`src/rtl/duty_level_ctrl.sv`:
```
// Pushbutton duty-level controller: per-button sync/debounce/press/auto-repeat
// chains feed a saturating 0..MAX_LEVEL level register for the PWM stage.

module duty_level_btn #(
  parameter int DEBOUNCE_CYCLES = 50000,
  parameter int REPEAT_DELAY    = 0,
  parameter int REPEAT_PERIOD   = 12500000
) (
  input  logic clk,
  input  logic rst,
  input  logic btn_n,
  output logic step
);

  localparam int DB_W   = $clog2(DEBOUNCE_CYCLES + 1);
  localparam int RP_MAX = (REPEAT_DELAY > REPEAT_PERIOD) ? REPEAT_DELAY : REPEAT_PERIOD;
  localparam int RP_W   = (RP_MAX < 1) ? 1 : $clog2(RP_MAX + 1);

  localparam logic [DB_W-1:0] DB_LAST     = DB_W'(DEBOUNCE_CYCLES - 1);
  localparam logic [RP_W-1:0] DELAY_LAST  = RP_W'((REPEAT_DELAY > 0) ? REPEAT_DELAY - 1 : 0);
  localparam logic [RP_W-1:0] PERIOD_LAST = RP_W'(REPEAT_PERIOD - 1);

  typedef enum logic [1:0] {
    RPT_IDLE,
    RPT_DELAY,
    RPT_PERIOD
  } rpt_state_t;

  logic            sync_meta;
  logic            sync_q;
  logic            stable;
  logic            stable_d;
  logic [DB_W-1:0] db_cnt;
  logic            press;
  logic            fire;
  rpt_state_t      state;
  rpt_state_t      state_nxt;
  logic [RP_W-1:0] rep_cnt;
  logic [RP_W-1:0] rep_cnt_nxt;

  always_ff @(posedge clk or negedge rst) begin
    if (!rst) begin
      sync_meta <= 1'b1;
      sync_q    <= 1'b1;
    end else begin
      sync_meta <= btn_n;
      sync_q    <= sync_meta;
    end
  end

  // Stable value flips only after DEBOUNCE_CYCLES consecutive disagreeing edges.
  always_ff @(posedge clk or negedge rst) begin
    if (!rst) begin
      stable   <= 1'b1;
      stable_d <= 1'b1;
      db_cnt   <= '0;
    end else begin
      stable_d <= stable;
      if (sync_q != stable) begin
        if (db_cnt == DB_LAST) begin
          stable <= sync_q;
          db_cnt <= '0;
        end else begin
          db_cnt <= db_cnt + 1'b1;
        end
      end else begin
        db_cnt <= '0;
      end
    end
  end

  assign press = stable_d & ~stable;

  always_ff @(posedge clk or negedge rst) begin
    if (!rst) begin
      state   <= RPT_IDLE;
      rep_cnt <= '0;
    end else begin
      state   <= state_nxt;
      rep_cnt <= rep_cnt_nxt;
    end
  end

  // Repeat steps are gated on the stable pressed state, so a release kills them at once.
  always_comb begin
    state_nxt   = state;
    rep_cnt_nxt = rep_cnt;
    fire        = 1'b0;
    if (REPEAT_DELAY == 0 || stable) begin
      state_nxt   = RPT_IDLE;
      rep_cnt_nxt = '0;
    end else if (press) begin
      state_nxt   = RPT_DELAY;
      rep_cnt_nxt = '0;
    end else begin
      case (state)
        RPT_DELAY: begin
          if (rep_cnt == DELAY_LAST) begin
            fire        = 1'b1;
            state_nxt   = RPT_PERIOD;
            rep_cnt_nxt = '0;
          end else begin
            rep_cnt_nxt = rep_cnt + 1'b1;
          end
        end
        RPT_PERIOD: begin
          if (rep_cnt == PERIOD_LAST) begin
            fire        = 1'b1;
            rep_cnt_nxt = '0;
          end else begin
            rep_cnt_nxt = rep_cnt + 1'b1;
          end
        end
        default: begin
          state_nxt   = RPT_IDLE;
          rep_cnt_nxt = '0;
        end
      endcase
    end
  end

  assign step = press | fire;

endmodule

module duty_level_ctrl #(
  parameter int DEBOUNCE_CYCLES = 50000,
  parameter int MAX_LEVEL       = 10,
  parameter int RESET_LEVEL     = 0,
  parameter int REPEAT_DELAY    = 0,
  parameter int REPEAT_PERIOD   = 12500000
) (
  input  logic       clk,
  input  logic       rst,
  input  logic       btn_up_n,
  input  logic       btn_dn_n,
  output logic [3:0] duty_multiplier,
  output logic       at_max,
  output logic       at_min,
  output logic       level_changed
);

  localparam logic [3:0] MAX_L = 4'(MAX_LEVEL);
  localparam logic [3:0] RST_L = 4'(RESET_LEVEL);

  logic       step_up;
  logic       step_dn;
  logic [3:0] level_nxt;

  duty_level_btn #(
    .DEBOUNCE_CYCLES(DEBOUNCE_CYCLES),
    .REPEAT_DELAY   (REPEAT_DELAY),
    .REPEAT_PERIOD  (REPEAT_PERIOD)
  ) u_btn_up (
    .clk  (clk),
    .rst  (rst),
    .btn_n(btn_up_n),
    .step (step_up)
  );

  duty_level_btn #(
    .DEBOUNCE_CYCLES(DEBOUNCE_CYCLES),
    .REPEAT_DELAY   (REPEAT_DELAY),
    .REPEAT_PERIOD  (REPEAT_PERIOD)
  ) u_btn_dn (
    .clk  (clk),
    .rst  (rst),
    .btn_n(btn_dn_n),
    .step (step_dn)
  );

  // Simultaneous up and down steps cancel; saturation at both ends, never wraps.
  always_comb begin
    level_nxt = duty_multiplier;
    if (step_up && !step_dn && duty_multiplier != MAX_L) begin
      level_nxt = duty_multiplier + 4'd1;
    end else if (step_dn && !step_up && duty_multiplier != 4'd0) begin
      level_nxt = duty_multiplier - 4'd1;
    end
  end

  always_ff @(posedge clk or negedge rst) begin
    if (!rst) begin
      duty_multiplier <= RST_L;
      at_max          <= (RST_L == MAX_L);
      at_min          <= (RST_L == 4'd0);
      level_changed   <= 1'b0;
    end else begin
      duty_multiplier <= level_nxt;
      at_max          <= (level_nxt == MAX_L);
      at_min          <= (level_nxt == 4'd0);
      level_changed   <= (level_nxt != duty_multiplier);
    end
  end

endmodule

```
`config.mk`:
```
export PLATFORM = sky130hd
export DESIGN_NAME = duty_level_ctrl
export DESIGN_NICKNAME = d
export VERILOG_FILES = /design/src/rtl/duty_level_ctrl.sv
export SDC_FILE = /design/constraint.sdc
export NUM_CORES = 1
export LEC_CHECK = 0
export ABC_AREA = 0
export CORE_MARGIN = 4
export CORE_UTILIZATION = 55
export DETAILED_ROUTE_END_ITERATION = 6
export MAX_ROUTING_LAYER = met4
export PLACE_DENSITY_LB_ADDON = 0.12
export SYNTH_ARGS = -nofsm -noshare
export SYNTH_HDL_FRONTEND = slang
export SYNTH_HIERARCHICAL = 1
export SYNTH_SLANG_ARGS = --single-unit
```
`constraint.sdc`:
```
create_clock -name clk -period 2.8 [get_ports clk]
set_input_delay 0.56 -clock clk [delete_from_list [all_inputs] [get_ports clk]]
set_output_delay 0.56 -clock clk [all_outputs]
set_load 0.005 [all_outputs]
```
==> results of run 1 <==
==> cells in the final DEF (no fill, tap or decap), types with 3 or more instances in the layout <==
cell type        netlist  layout
inv_1                 11      11
nor4_2                 8       8
clkbuf_8               0       6
nand2_1                7       7
and3_1                 5       5
nor2b_1                3       3
nand3_1               10      10
nand4_1                4       4
xor2_1                 6       6
nor2_1                30      30
o21ai_0                3       3
dfstp_2                9       9
nor4b_1                4       4
xnor2_1               25      25
nor3_1                 8       8
ha_1                   5       5
dfrtp_1               38      38
nor2_2                 6       6
clkdlybuf4s50_1        0       9
==> area by class of cell <==
type | count | area, um2 | share of cell area
Clock buffer | 6 | 82.6 | 0.0311
Clock inverter | 2 | 16.3 | 0.00612
Inverter | 11 | 41.3 | 0.0155
Multi-Input combinational cell | 158 | 1160 | 0.438
Sequential cell | 47 | 1190 | 0.447
Tap cell | 50 | 62.6 | 0.0235
Timing Repair Buffer | 11 | 103 | 0.0386
==> kinds of logic (layout without fill, tap and decap cells) <==
family                   after synthesis  after routing
AND/OR/NAND/NOR                      104            104
AO/OA/AOI/OAI                         15             15
multiplexers                           3              3
XOR/XNOR                              31             31
buffers and inverters                 14             30
flip-flops                            47             47
adder cells (fa/ha/maj)                5              5
==> stage by stage <==
stage / cells / setup slack [ps] / total power [uW] / hold slack [ps] / instance area [um2]
final: 285 / 760 / 1170 / 167 / 2660
after global routing: 285 / 666 / 1220 / 181 / 2660
after CTS: 285 / 765 / 1180 / 171 / 2660
after detailed placement: 277 / 782 / 753 / 350 / 2560
after global placement: 277 / 866 / 750 / 349 / 2560
after floorplan: 219 / 927 / 732 / 264 / 2420
==> power groups by stage <==
stage | Combinational (uW) | Clock [uW] | Sequential [uW]
after floorplan | 19.9 | 0 | 712
after global placement | 37.5 | 0 | 713
after detailed placement | 39.9 | 0 | 713
after CTS | 39.9 | 442 | 701
after global routing | 44.5 | 470 | 702
final | 38.1 | 427 | 701
==> worst max path at each step <==
stage                                            start          endpoint  slack, ps
after floorplan           duty_multiplier[0]$_DFF_PN0_  at_max$_DFF_PN0_        930
after global placement    duty_multiplier[0]$_DFF_PN0_  at_max$_DFF_PN0_        870
after detailed placement  duty_multiplier[0]$_DFF_PN0_  at_max$_DFF_PN0_        780
after CTS                 duty_multiplier[0]$_DFF_PN0_  at_max$_DFF_PN0_        770
after global routing      duty_multiplier[0]$_DFF_PN0_  at_max$_DFF_PN0_        670
final                     duty_multiplier[0]$_DFF_PN0_  at_max$_DFF_PN0_        760
==> routing by layer <==
metal	GRT usage	wire length, um
met3	0.0446	151
met4	0.0652	51
met2	0.290	2090
met5	-	0
met1	0.234	1960
==> impl_results.md, run 1 <==
* Clk slew on worst S/H paths at 80 ps
* Power Internal at 904 uW
* Synth top area share at 0.393
* Worst setup SP type: flip-flop
* Yosys top cell by area: dfrtp_1
* CTS H-tree lvls at 2
* Largest net degree at the start of global routing at 33
* All-Layer GR Usage at 0.185
* EDFF count, synth at 0
* Final wirelength at 4250 um
* Num CTS Buffers at 5
* CTS Sinks at 47
* WP data arrival at 2250 ps
* Avg Cell Area, Syn at 11.1 um2
* Nets at approximately 240
* Outcome: finished clean
* Clk_skew at 10.5 ps
* Post-route setup TNS at 0 ps
* Top-count cell post-synth: dfrtp_1
* Unique cell type count in the Yosys netlist at 44
* Synth Area in Compound Gates at 0.0481
* HPWL after detailed placement at about 3000 um
* Leakage at approximately 0.0011 uW
* Sequential-to-total area share from yosys stat at 0.490
* CTS tree: done
* Largest family of logic cells by synthesized area: simple AND/OR/NAND/NOR gates
* Initial DRC count at 86
* Grt ovf at 0
* Reg-to-Reg Start: duty_multiplier[0]$_DFF_PN0_
* Final Critical Period at 2040 ps
* CP delay by family, top: compound AO/OA/AOI/OAI gates
* Total core area at 4120 um2
* MaxCap Viol Count at 0
* Tcrit/Tclk final at 0.728
* Total number of vias at approximately 1600
* Reg2reg setup slack at ~760 ps
* Die W at ~74 um
* Reg2reg end: at_max$_DFF_PN0_
* Syn nets at 228
* Worst slew margin at 0.706
* Initial Util at 0.588
* Top area cells in the synthesized netlist: dfrtp_1 39%, dfstp_2 9.8%, xnor2_1 9.0%
* Worst-Margin Slew at 440 ps
* Crit. path cell count at 6
* Synth Area in Simple Gates at 0.282
* Switching Power at approximately 260 uW
* R2R depth at 6
* P&R area growth vs syn at 9.77%
* Fmax at ~490 MHz
* DR WL/cell at 14.9 um
* Root Buffer: clkbuf_8
* Die area at 5530 um2
* Antenna viol nets, final at 0
* Syn Inst Count at 219
* Post-cts hold buffer count at 0
* Clock share of power at 0.366
* Die Ht at approximately 74 um
* Logic gate share of total power at 0.033
* Pwr Density at 438 nW/um2
* Fill count at 324
* Number of I/O port buffers at 10
* Setup Buffers After CTS at 0
* Clock latency on the worst-skew pair at about 300 ps
* Mux share of post-synthesis cell area at 0.0134
* XOR/XNOR Fraction of Synth Area at 0.112
* Number of remaining DRC errors at 0
* Initial DRT Pass Iterations at 4
* Global-route wire length before repair at approximately 7500 um
* Worst path slowest cell: dfrtp_1
* Capturing element type of the critical path: flip-flop
* CP Cell Sequence: inv_1, ha_1, or3b_1, a21o_1, a32o_1, a211oi_2
* Final hold viol count at 0
* Critical path data required time at 3010 ps
* Top_reg_cell synth: dfrtp_1
* Final estimated routing congestion in global placement at 0.919
* Post-Synth Adder-Cell Area at 0.0258
* Critical path class: reg2reg
* Slew Viols, Final at 0
* Maximum clock insertion buffer count at 2
* Part of the power in registers at 0.601
* Sw frac at 0.224
* Largest registers: u_btn_dn/db_cnt: 16 flops, u_btn_up/db_cnt: 16 flops, duty_multiplier: 4 flops
* RSZ-0062 raised after global routing: false
* Peak supply drop at 0.332 mV
* Yosys warns at 6
* CP Max Fanout at 8
* Slowest Stage Delay on Critical Path at 470 ps
* Worst hold path class: in2async
* Setup violations, final at 0
* Layout cells sized above 1 at 0.187
* Antenna fix cells at 0
* Synth cell count leaders: 38 x dfrtp_1, 30 x nor2_1, 25 x xnor2_1, 11 x inv_1, 10 x nand3_1
* Yosys reg bits at 47
* Util after Layout at 0.646
* Initial antenna violation count at 0
* Via density at a little under 6
* FP Rows at 23
* Crit path buf inv count at 1
* Asr flop ratio synth at 1.00
* Ports at 11
* # resized after CTS at 0
* Vias in the first global route at between 1500 and 2000
* Netlist area before placement at around 2400 um2
(Power assumes the default switching activity.)
==> run 2, diff against run 1 <==
Clock period 2.8 ns to 2 ns, I/O delays scaled along.
==> run 2 against run 1 <==
Effect of this change:
- maximum frequency increased by 5.5%
- critical endpoint is now at_min$_DFF_PN1_
- largest power group unchanged
- final cell count grew 1.8%
- via count grew 2.4%
- flip-flop and latch count unchanged
- largest cell class is now multi-input combinational cells
- critical path type unchanged
- global-route usage grew 1.6 points
- first-iteration DRC count down 2.3%
- count of clock-buffer cells in the layout is the same
==> impl_results.md, run 2 (synthesis gave the netlist of run 1 again) <==
* Util after Layout at 0.664
* Tcrit/Tclk final at 0.967
* Number of remaining DRC errors at 0
* CP Max Fanout at 5
* Min Hold Slack at 43.3 ps
* Maximum clock insertion buffer count at 2
* Number of I/O port buffers at 10
* Initial DRT Pass Iterations at 4
* Worst path slowest cell: dfstp_2
* Total core area at between 4000 and 5000 um2
* Final Critical Period at around 1900 ps
* DR WL/cell at 15.7 um
* FP Rows at 23
* CTS Sinks at 47
* Antenna fix cells at 0
* Largest net degree at the start of global routing at 28
* Global-route wire length before repair at approximately 8000 um
* Via density at between 5 and 6
* Outcome: finished clean
* Worst hold path class: in2async
* Critical path class: reg2reg
* Clk_skew at 12.4 ps
* Final wirelength at 4570 um
* Post-cts hold buffer count at 0
* Largest registers: u_btn_dn/db_cnt: 16 flops, u_btn_up/db_cnt: 16 flops, duty_multiplier: 4 flops
* Most frequent cells in the layout: 38 x dfrtp_1, 30 x nor2_1, 25 x xnor2_1
* Antenna viol nets, final at 0
* P&R area growth vs syn at 12.9%
* Worst setup SP type: flip-flop
* Peak supply drop at 0.553 mV
* MaxCap Viol Count at 0
* Commonest non-fill, non-tap cell in the layout: dfrtp_1
* Inst Count DP at 281
* Root Buffer: clkbuf_8
* Worst slew margin at 0.675
* Clock latency on the worst-skew pair at about 300 ps
* CP Cell Sequence: nor2b_4, or4b_4, or3_1, a22o_1, inv_1, a211oi_2
* Finished Cell Area at 2730 um2
* Vias in the first global route at 1774
* Die W at 74.3 um
* Worst-Margin Slew at approximately 490 ps
* Initial DRC count at 84
* Final estimated routing congestion in global placement at 0.867
* Leakage at 0.00113 uW
* CTS H-tree lvls at 2
* Ports at 11
* All-Layer GR Usage at 0.200
* Grt ovf at 0
* Fmax at between 500 and 600 MHz
* Post-Place Cell Area at 2600 um2
* Slowest Stage Delay on Critical Path at 590 ps
* Slew Viols, Final at 0
* Critical path data required time at 2210 ps
* Num CTS Buffers at 5
* Initial Util at 0.588
* HPWL after detailed placement at ~3300 um
* Final hold viol count at 0
* Clk slew on worst S/H paths at roughly 90 ps
* Die Ht at 74.3 um
* CTS tree: done
* Die area at 5530 um2
* Layout cells sized above 1 at 0.225
* Nets at ~250
* Pwr Density at ~600 nW/um2
* Capturing element type of the critical path: flip-flop
* WP data arrival at 2150 ps
* Total number of vias at 1687
* Non-filler cells in the finished layout at 290
* Initial antenna violation count at 0
* Setup violations, final at 0
==> run 2: worst max-delay path: cells and delay by family (launching register included) <==
kind | cells | cell delay, ps
flops | 1 | 590
buf+inv | 1 | 90
compound gates | 2 | 260
simple gates | 3 | 910
==> run 2: power breakdown <==
| group | switching, uW | internal [uW] | total [uW] |
|---|---|---|---|
| Clock | 314 | 282 | 596 |
| Sequential | 15.1 | 967 | 982 |
| Combinational | 37.1 | 18.7 | 55.8 |
==> run 2: metrics by stage <==
step           power [uW]  setup WS (ps)  setup TNS, ps
2_1_floorplan        1020            127              0
4_1_cts              1660           49.7              0
3_3_place_gp         1050            108              0
3_5_place_dp         1060           47.6              0
5_1_grt              1720          -15.0          -18.2
6_report             1630           66.1              0
==> run 2: worst paths after layout <==
| path | from | to | slack, ps | cells after the start |
|---|---|---|---|---|
| hold / removal | rst | level_changed$_DFF_PN0_ | 40 | 1 |
| min in group clk | u_btn_up/sync_meta$_DFF_PN1_ | u_btn_up/sync_q$_DFF_PN1_ | 360 | 0 |
| setup reg to reg | u_btn_up/stable$_DFFE_PN1P_ | at_min$_DFF_PN1_ | 70 | 6 |
| setup / recovery | u_btn_up/stable$_DFFE_PN1P_ | at_min$_DFF_PN1_ | 70 | 6 |
| max in group asynchronous | rst | u_btn_dn/sync_q$_DFF_PN1_ | 1360 | 2 |
| hold reg to reg | u_btn_up/sync_meta$_DFF_PN1_ | u_btn_up/sync_q$_DFF_PN1_ | 360 | 0 |
==> run 2: per-layer routing <==
metal	global-route usage	vias to the layer above	part of all wire
met5	-	-	0
met4	0.0652	0	0.016
met1	0.241	843	0.43
met2	0.329	33	0.51
met3	0.0541	6	0.038
li1	-	805	-
==> run 2: final cells by class <==
class                      count  area, um2
fill                         348       1380
multi-input combinational    158       1190
sequential                    47       1190
timing repair buffer          16        153
clock buffer                   6       82.6
tap                           50       62.6
inverter                      11       41.3
clock inverter                 2       16.3
==> run 2: timing repair <==
| action | in CTS | in global routing |
|---|---|---|
| pin swaps | 0 | 1 |
| hold endpoints to repair | 0 | 0 |
| gates resized for setup | 1 | 6 |
| setup buffers | 0 | 1 |
| endpoints found under the setup margin | 2 | 2 |
==> run 3, diff against run 2 <==
Settings changed: GPL_ROUTABILITY_DRIVEN from default to 0.
==> results of run 3 <==
Final layout, timing and power as in run 2 (identical DEF).
